**src/rtl/fb_scanout_if.sv**
```systemverilog
// Bus bundle for the framebuffer scanout engine: shared-memory read port
// plus the outgoing pixel stream. The scanout engine is the master.
interface fb_scanout_if;
  logic        mem_read;
  logic [11:0] mem_read_addr;
  logic [7:0]  mem_read_data;
  logic        mem_read_ack;
  logic        pix_valid;
  logic        pix_ready;
  logic        pix_data;
  logic [5:0]  pix_x;
  logic [4:0]  pix_y;
  logic        pix_last;

  modport master (
    output mem_read, mem_read_addr,
    input  mem_read_data, mem_read_ack,
    output pix_valid, pix_data, pix_x, pix_y, pix_last,
    input  pix_ready
  );

  modport slave (
    input  mem_read, mem_read_addr,
    output mem_read_data, mem_read_ack,
    input  pix_valid, pix_data, pix_x, pix_y, pix_last,
    output pix_ready
  );
endinterface

```
**src/rtl/fb_scanout.sv**
```systemverilog
// Framebuffer scanout: waits for the GPU to go idle, then reads the 64x32
// 1 bpp framebuffer one byte at a time from shared memory and streams it out
// MSB-first as individually addressed pixels with valid/ready handshaking.
module fb_scanout #(
  parameter logic [11:0] FB_OFFSET = 12'hF00,
  parameter int          FB_BYTES  = 256
) (
  input  logic          clk,
  input  logic          reset,
  input  logic          frame_start,
  input  logic          gpu_ready,
  output logic          busy,
  output logic          frame_done,
  fb_scanout_if.master  bus
);

  typedef enum logic [1:0] {
    IDLE     = 2'd0,
    WAIT_GPU = 2'd1,
    FETCH    = 2'd2,
    SHIFT    = 2'd3
  } state_t;

  localparam logic [7:0] LAST_BYTE = 8'(FB_BYTES - 1);

  state_t     state;
  logic [7:0] byte_idx;
  logic [2:0] bit_idx;
  logic [7:0] shreg;
  logic       accept;

  // The leftmost not-yet-sent pixel always sits in the MSB of the shift register.
  assign bus.pix_data = shreg[7];
  assign accept       = bus.pix_valid && bus.pix_ready;

  // Scanout FSM with all control and pixel-position outputs registered.
  always_ff @(posedge clk) begin
    if (reset) begin
      state             <= IDLE;
      byte_idx          <= 8'd0;
      bit_idx           <= 3'd0;
      shreg             <= 8'd0;
      bus.mem_read      <= 1'b0;
      bus.mem_read_addr <= 12'd0;
      bus.pix_valid     <= 1'b0;
      bus.pix_x         <= 6'd0;
      bus.pix_y         <= 5'd0;
      bus.pix_last      <= 1'b0;
      busy              <= 1'b0;
      frame_done        <= 1'b0;
    end else begin
      frame_done <= 1'b0;
      case (state)
        IDLE: begin
          if (frame_start) begin
            state    <= WAIT_GPU;
            byte_idx <= 8'd0;
            busy     <= 1'b1;
          end
        end

        WAIT_GPU: begin
          // gpu_ready only matters here; once scanout starts it is not re-checked.
          if (gpu_ready) begin
            state             <= FETCH;
            bus.mem_read      <= 1'b1;
            bus.mem_read_addr <= FB_OFFSET + {4'd0, byte_idx};
          end
        end

        FETCH: begin
          if (bus.mem_read_ack) begin
            state         <= SHIFT;
            shreg         <= bus.mem_read_data;
            bit_idx       <= 3'd0;
            bus.mem_read  <= 1'b0;
            bus.pix_valid <= 1'b1;
            bus.pix_x     <= {byte_idx[2:0], 3'd0};
            bus.pix_y     <= byte_idx[7:3];
            bus.pix_last  <= 1'b0;
          end
        end

        SHIFT: begin
          if (accept) begin
            if (bit_idx == 3'd7) begin
              bus.pix_valid <= 1'b0;
              bus.pix_last  <= 1'b0;
              if (byte_idx == LAST_BYTE) begin
                state      <= IDLE;
                busy       <= 1'b0;
                frame_done <= 1'b1;
              end else begin
                state             <= FETCH;
                byte_idx          <= byte_idx + 8'd1;
                bus.mem_read      <= 1'b1;
                bus.mem_read_addr <= FB_OFFSET + {4'd0, byte_idx + 8'd1};
              end
            end else begin
              shreg        <= {shreg[6:0], 1'b0};
              bit_idx      <= bit_idx + 3'd1;
              bus.pix_x    <= {byte_idx[2:0], bit_idx + 3'd1};
              bus.pix_last <= (byte_idx == LAST_BYTE) && (bit_idx == 3'd6);
            end
          end
        end

        default: state <= IDLE;
      endcase
    end
  end

endmodule
```
**src/flat_wrapper.sv**
```systemverilog
// flat-port wrapper written by rule: the top's interface ports become plain ports
module fb_scanout_flat 
#(
  parameter logic [11:0] FB_OFFSET = 12'hF00,
  parameter int          FB_BYTES  = 256
)
  (clk, reset, frame_start, gpu_ready, busy, frame_done, bus_mem_read, bus_mem_read_addr, bus_mem_read_data, bus_mem_read_ack, bus_pix_valid, bus_pix_data, bus_pix_x, bus_pix_y, bus_pix_last, bus_pix_ready);
  fb_scanout_if bus_i ();
  input  logic clk;
  input  logic reset;
  input  logic frame_start;
  input  logic gpu_ready;
  output logic busy;
  output logic frame_done;
  output wire logic [$bits(bus_i.mem_read)-1:0] bus_mem_read;
  output wire logic [$bits(bus_i.mem_read_addr)-1:0] bus_mem_read_addr;
  input wire logic [$bits(bus_i.mem_read_data)-1:0] bus_mem_read_data;
  input wire logic [$bits(bus_i.mem_read_ack)-1:0] bus_mem_read_ack;
  output wire logic [$bits(bus_i.pix_valid)-1:0] bus_pix_valid;
  output wire logic [$bits(bus_i.pix_data)-1:0] bus_pix_data;
  output wire logic [$bits(bus_i.pix_x)-1:0] bus_pix_x;
  output wire logic [$bits(bus_i.pix_y)-1:0] bus_pix_y;
  output wire logic [$bits(bus_i.pix_last)-1:0] bus_pix_last;
  input wire logic [$bits(bus_i.pix_ready)-1:0] bus_pix_ready;
  assign bus_mem_read = bus_i.mem_read;
  assign bus_mem_read_addr = bus_i.mem_read_addr;
  assign bus_i.mem_read_data = bus_mem_read_data;
  assign bus_i.mem_read_ack = bus_mem_read_ack;
  assign bus_pix_valid = bus_i.pix_valid;
  assign bus_pix_data = bus_i.pix_data;
  assign bus_pix_x = bus_i.pix_x;
  assign bus_pix_y = bus_i.pix_y;
  assign bus_pix_last = bus_i.pix_last;
  assign bus_i.pix_ready = bus_pix_ready;
  fb_scanout #(.FB_OFFSET(FB_OFFSET), .FB_BYTES(FB_BYTES)) u_core (.clk(clk), .reset(reset), .frame_start(frame_start), .gpu_ready(gpu_ready), .busy(busy), .frame_done(frame_done), .bus(bus_i));
endmodule
```
**config.mk**
```make
export PLATFORM = sky130hd
export DESIGN_NAME = fb_scanout_flat
export DESIGN_NICKNAME = d
export VERILOG_FILES = /design/src/rtl/fb_scanout_if.sv /design/src/rtl/fb_scanout.sv /design/src/flat_wrapper.sv
export SDC_FILE = /design/constraint.sdc
export NUM_CORES = 1
export LEC_CHECK = 0
export ABC_AREA = 1
export CAP_MARGIN = 20
export CORE_MARGIN = 4
export CORE_UTILIZATION = 45
export CTS_BUF_LIST = sky130_fd_sc_hd__clkbuf_4 sky130_fd_sc_hd__clkbuf_8
export DETAILED_ROUTE_END_ITERATION = 10
export PLACE_DENSITY_LB_ADDON = 0.25
export SYNTH_ARGS = -nofsm -noshare
export SYNTH_HDL_FRONTEND = slang
export SYNTH_SLANG_ARGS = --single-unit
```
**constraint.sdc**
```tcl
create_clock -name clk -period 1.5 [get_ports clk]
set_input_delay 0.45 -clock clk [delete_from_list [all_inputs] [get_ports clk]]
set_output_delay 0.45 -clock clk [all_outputs]
set_load 0.01 [all_outputs]
```
==> results of run 1 <==
cell usage in the layout, fill, tap and decap left out, drive strengths merged:
cell and n:
nor2 65, nor4 1, ha 10, dlygate4sd2 27
buf 28, nand2 102, nand4 2, o21a 1
inv 39, clkbuf 10, clkdlybuf4s50 12, dfxtp 43
nand3 15, dlymetal6s2s 1, a21oi 20, o21ai 28
routing by layer:
metal  up-vias  GRT usage, %  routed length [um]
met4         0          7.90                  89
met5         -             0                   0
met3         8          4.29                 332
li1       1183             -                   -
met2        64          30.1                2810
met1      1008          23.5                2450
state kept, by name, summed over array words and instances, names as in the netlist:
register	flops
u_core.bus.mem_read	1
u_core.bus.pix_x	4
u_core.shreg	8
u_core.bus.pix_y	5
u_core.bus.pix_valid	1
u_core.frame_done	1
u_core.busy	1
u_core.bus.mem_read_addr	9
u_core.bus.pix_last	1
u_core.state	2
u_core.byte_idx	8
u_core.bit_idx	2
cell families after synthesis:
kind of cell	count (synthesis)	synth area share [%]
adder cells (fa/ha/maj)	10	5.44
flip-flops	43	37.4
buffers and inverters	55	11.0
AND/OR/NAND/NOR	183	35.0
AO/OA/AOI/OAI	49	11.1
worst register-to-register path, stage by stage (launching register included):
cell and delay (ns):
dfxtp_2 0.36, ha_4 0.14, ha_4 0.13, inv_2 0.04, nand2_2 0.10, o21ai_4 0.10
nor2_4 0.15, nand2_4 0.12, inv_6 0.12, nand2_2 0.05, nand2_1 0.06, nor2_1 0.03
worst paths after layout:
| kind | startpoint | to | slack, ns | cells past startpoint |
|---|---|---|---|---|
| hold / removal | u_core.shreg[0] | u_core.shreg[0] | 0.47 | 2 |
| hold reg to reg | u_core.shreg[0] | u_core.shreg[0] | 0.47 | 2 |
| setup / recovery | u_core.bit_idx[0] | u_core.byte_idx[2] | 0.02 | 11 |
| setup reg to reg | u_core.bit_idx[0] | u_core.byte_idx[2] | 0.02 | 11 |
timing repair:
| action | in CTS | in global routing |
|---|---|---|
| pin swaps | 6 | 12 |
| resized for setup | 50 | 47 |
| cloned | 1 | 1 |
| setup buffers | 1 | 1 |
| setup endpoints to repair | 65 | 36 |
per-stage QoR:
step                instances  instance area [um^2]
finish                    471                  3180
global route              471                  3180
CTS                       469                  3070
detailed placement        459                  2910
global placement          459                  2910
floorplan                 340                  2300
power groups by stage:
stage          clock network, mW  logic (mW)  registers, mW
6_report                   0.833        3.38           1.88
4_1_cts                    0.863        3.09           1.87
5_1_grt                    0.905        3.77           1.94
2_1_floorplan                  0        1.89           1.95
3_5_place_dp                   0        3.06           1.87
3_3_place_gp                   0        2.99           1.87
layout make-up:
type / instances / share of cell area, %
flip-flops and latches: 43 / 27.4
multi-input cells: 244 / 42.0
inverters: 39 / 5.07
repair buffers: 70 / 19.6
clock buffers: 8 / 3.26
well taps: 67 / 2.63
==> flow_metrics.py, run 1 <==
metrics = {
    "layout": {
        "postLayoutCoreUtil_pct": 65.7,
        "nFillCells": 447,
        "seqCellArea_um2": 872,
        "area_delta_synth_final_pct": 38.4,
        "drive_gt1_share_pct": 23.5,
        "multi_input_area_um2": 1340,
        "diodes": 0,
        "final_net_count": 427,
    },
    "clock_network": {
        "cts_tree": "done",
        "cts_hold_buf": 0,
        "cts_root_buf": "clkbuf_8",
        "cts_inserted_buffers": 5,
        "cts_max_path_buffers": 2,
        "cts.sinks": 43,
        "h-tree-depth": 2,
        "clkTransAtPathRegs_ns": 0.08,
        "clk_latency_ns": 0.29,
    },
    "power": {
        "pwr-share-comb_pct": 55.5,
        "internal_power_mw": 3.46,
        "netSwitchingPower_mw": 2.63,
        "max-vdd-ir-drop_v": 0.00106,
        "leakagePower_nw": 1.54,
        "power_frac_clock_pct": 13.7,
        "seqPwrFrac_pct": 30.8,
        "swShare_pct": 43.2,
        "total_power_mw": 6.08,
        "powerDensity_nw_per_um2": 1910,
    },
    "worst_setup_path": {
        "path_cells": "ha_4 > ha_4 > inv_2 > nand2_2 > o21ai_4 > nor2_4 > nand2_4 > inv_6 > nand2_2 > nand2_1 > nor2_1",
        "cp-end-kind": "flop",
        "cpLargestDelayFamily": "simple AND/OR/NAND/NOR gates",
        "required_ns": 1.69,
        "crit_slowest_cell": "dfxtp_2",
        "cp_max_fo": 8,
        "critPathMaxStageDelay_ns": 0.36,
        "critical_path_class": "reg -> reg",
        "worst_ep_arrival_time_ns": 1.68,
        "worst-path-buf-inv": 2,
        "setup.worst_path.start_class": "flop",
    },
    "global_route": {
        "grt_max_degree": 28,
        "antenna_found_initial": 0,
        "track_usage_pct": 18.5,
        "grt_pass1_wl_um": 9270,
        "overflow": 0,
        "grt_pass1_vias": 2097,
    },
    "logic_synthesis": {
        "yosysMostFrequentCell": "nand2_1",
        "dominantRegCellSynth": "dfxtp_1",
        "synth_top_area_share_pct": 37.4,
        "synth_area_leaders": "dfxtp_1, nand2_1, nor2_1, o21ai_0, inv_1",
        "synth_seq_cells": 43,
        "synth_edf_count": 0,
        "synth_nets": 364,
        "yosys.area.top_type": "dfxtp_1",
        "synthTopCellsByCount": "nand2_1, nor2_1, dfxtp_1",
        "syn-mean-instance-area_um2": 6.76,
        "yosysWarnings": 0,
        "synth_area_um2": 2300,
        "async_flop_share_pct": 0,
        "synthCells": 340,
        "yosysSeqAreaShare_pct": 37.4,
        "yosysUniqueCellTypes": 26,
    },
    "sta": {
        "tightest_slew_ns": 0.308,
        "finalHoldViolCount": 0,
        "slew_headroom_pct": 79.3,
        "tns_ns": 0,
        "whs_ns": 0.474,
        "skew_ns": 0.00620,
        "grt_setup_unrepaired": "true",
        "fin_crit_sh_pct": 98.9,
        "slew_viol_final": 0,
        "fmax_mhz": 674,
        "finalCriticalPeriod_ns": 1.48,
        "setup_ws_ns": 0.0168,
        "setup_viol_count_final": 0,
    },
    "route": {
        "drc": 0,
        "wl_per_cell_um": 12.1,
        "ant_nets": 0,
        "drt_wl_total_um": 5680,
        "drt-initial-drc-count": 217,
        "first_pass_iters": 4,
        "num_vias": 2263,
        "vias_per_cell": 4.80,
    },
    "min_path": {
        "hold_path.class": "reg -> reg",
    },
    "run": {
        "max-cap-violations": 0,
    },
    "die": {
        "rows": 25,
        "die_y_um": 79.5,
        "io-pin-count": 43,
        "coreArea_um2": 4850,
        "die_x_um": 79.5,
        "dieArea_um2": 6320,
        "start_util_pct": 47.4,
    },
    "place": {
        "io_buffer_count": 42,
        "finalWeightedCongestion": 0.881,
        "place_ws_ns": -0.444,
        "dpl.hpwl_um": 3850,
    },
    "run_status": {
        "outcome": "completed",
    },
}
(Power assumes the default switching activity.)
==> run 2: changes to the inputs <==
--- a/config.mk
+++ b/config.mk
@@ -9,9 +9,10 @@
 export CAP_MARGIN = 20
 export CORE_MARGIN = 4
 export CORE_UTILIZATION = 45
-export CTS_BUF_LIST = sky130_fd_sc_hd__clkbuf_4 sky130_fd_sc_hd__clkbuf_8
+export CTS_BUF_LIST = sky130_fd_sc_hd__clkbuf_2 sky130_fd_sc_hd__clkbuf_4 sky130_fd_sc_hd__clkbuf_8
 export DETAILED_ROUTE_END_ITERATION = 10
 export PLACE_DENSITY_LB_ADDON = 0.25
 export SYNTH_ARGS = -nofsm -noshare
 export SYNTH_HDL_FRONTEND = slang
 export SYNTH_SLANG_ARGS = --single-unit
+export TNS_END_PERCENT = 20
==> flow_metrics.py, run 2 (synthesis results as in run 1) <==
metrics = {
    "run_status": {
        "outcome": "completed",
    },
    "worst_setup_path": {
        "worst-path-buf-inv": 4,
        "cp-end-kind": "flop",
        "worst_ep_arrival_time_ns": 1.69,
        "setup.worst_path.start_class": "flop",
        "cpLargestDelayFamily": "simple AND/OR/NAND/NOR gates",
        "cp_max_fo": 8,
        "critical_path_class": "reg -> reg",
        "path_cells": "inv_2 > buf_4 > ha_4 > inv_4 > o21ai_4 > nor2_4 > nand2_4 > inv_6 > nand2_2 > nand2_1 > nor2_1",
        "crit_slowest_cell": "dfxtp_4",
        "critPathMaxStageDelay_ns": 0.38,
        "required_ns": 1.69,
    },
    "sta": {
        "slew_headroom_pct": 79.3,
        "tightest_slew_ns": 0.307,
        "grt_setup_unrepaired": "true",
        "slew_viol_final": 0,
        "skew_ns": 0.00650,
        "whs_ns": 0.471,
        "fmax_mhz": 671,
        "setup_viol_count_final": 0,
        "finalCriticalPeriod_ns": 1.49,
        "finalHoldViolCount": 0,
        "fin_crit_sh_pct": 99.4,
    },
    "clock_network": {
        "cts_tree": "done",
        "clk_latency_ns": 0.29,
        "cts_max_path_buffers": 2,
        "cts_root_buf": "clkbuf_8",
        "cts_inserted_buffers": 5,
        "cts.sinks": 43,
        "h-tree-depth": 2,
        "clkTransAtPathRegs_ns": 0.08,
    },
    "route": {
        "num_vias": 2282,
        "wl_per_cell_um": 12.2,
        "drt_wl_total_um": 5760,
        "first_pass_iters": 4,
        "drt-initial-drc-count": 177,
        "vias_per_cell": 4.85,
        "ant_nets": 0,
        "drc": 0,
    },
    "die": {
        "start_util_pct": 47.4,
        "io-pin-count": 43,
        "dieArea_um2": 6320,
        "rows": 25,
        "die_x_um": 79.5,
        "coreArea_um2": 4850,
        "die_y_um": 79.5,
    },
    "global_route": {
        "grt_pass1_wl_um": 9290,
        "track_usage_pct": 18.5,
        "antenna_found_initial": 0,
        "grt_max_degree": 28,
        "grt_pass1_vias": 2093,
        "overflow": 0,
    },
    "layout": {
        "final_net_count": 427,
        "regMostFlops": "u_core.bus.mem_read_addr",
        "fin_cells": 471,
        "diodes": 0,
        "layout_commonest_cell": "nand2_1",
        "postLayoutCoreUtil_pct": 65.5,
        "drive_gt1_share_pct": 23.0,
        "final_cell_mix": "nand2_1, nor2_1, dfxtp_1",
        "largest_reg_flops": 9,
        "stdcell_area_um2": 3180,
        "reg.largest.list": "u_core.bus.mem_read_addr x9, u_core.byte_idx x8, u_core.shreg x8",
        "area_delta_synth_final_pct": 38.2,
    },
    "place": {
        "io_buffer_count": 42,
        "place_area_um2": 2910,
        "finalWeightedCongestion": 0.881,
        "dpl.hpwl_um": 3850,
        "dpl.cell_count": 459,
    },
    "power": {
        "powerDensity_nw_per_um2": 1910,
        "max-vdd-ir-drop_v": 0.00100,
        "leakagePower_nw": 1.54,
    },
    "min_path": {
        "hold_path.class": "reg -> reg",
    },
    "run": {
        "max-cap-violations": 0,
    },
}
## run 2: cell counts in the layout (fill, tap and decap cells not counted)
No cell type changed its count.
## run 2: cell type report
cell class / count / area, um^2
Fill cell: 443 / 1670
Sequential cell: 43 / 872
Timing Repair Buffer: 70 / 617
Tap cell: 67 / 83.8
Inverter: 39 / 166
Multi-Input combinational cell: 244 / 1340
Clock buffer: 8 / 104
## run 2: layer usage
layer  wire (um)  vias to the layer above  global-route usage (%)
met3         339                        8                    4.29
met5           0                        -                       0
met4          80                        0                    7.22
li1            -                     1179                       -
met1        2460                     1033                    23.7
met2        2870                       62                    30.1
## run 2: what timing repair did
| action | 4_1_cts | 5_1_grt |
|---|---|---|
| hold buffers | 0 | 0 |
| gates cloned | 1 | 1 |
| setup buffers | 1 | 1 |
| setup endpoints to repair | 65 | 37 |
| pin swaps | 3 | 14 |
| gates resized for setup | 44 | 50 |
## run 2: power by group
part	internal, mW	leakage, nW	switching, mW
clock network	0.439	0.0549	0.397
registers	1.59	0.355	0.291
logic	1.42	1.13	1.95
## run 2: path summary, 6_finish.rpt
kind	start	endpoint	slack [ns]	cells after the start
worst max-delay path	u_core.state[0]	u_core.byte_idx[2]	0.009	11
worst min-delay path	u_core.shreg[0]	u_core.shreg[0]	0.47	2
worst max register to register	u_core.state[0]	u_core.byte_idx[2]	0.009	11
worst min register to register	u_core.shreg[0]	u_core.shreg[0]	0.47	2
## run 2: through the flow
stage                     worst slack (ns)  total power, mW  TNS [ns]
after floorplan                    0.00589             3.85         0
after global placement              -0.401             4.85    -10.53
after detailed placement            -0.444             4.94    -11.62
after CTS                          -0.0239             5.77   -0.0737
after global routing               -0.0682             6.61    -0.539
final                              0.00906             6.08         0
## run 2: worst min-delay path, cell delays in order, from the launching register on
cell     delay [ns]
dfxtp_1        0.32
nand2_1        0.06
a21oi_1        0.05
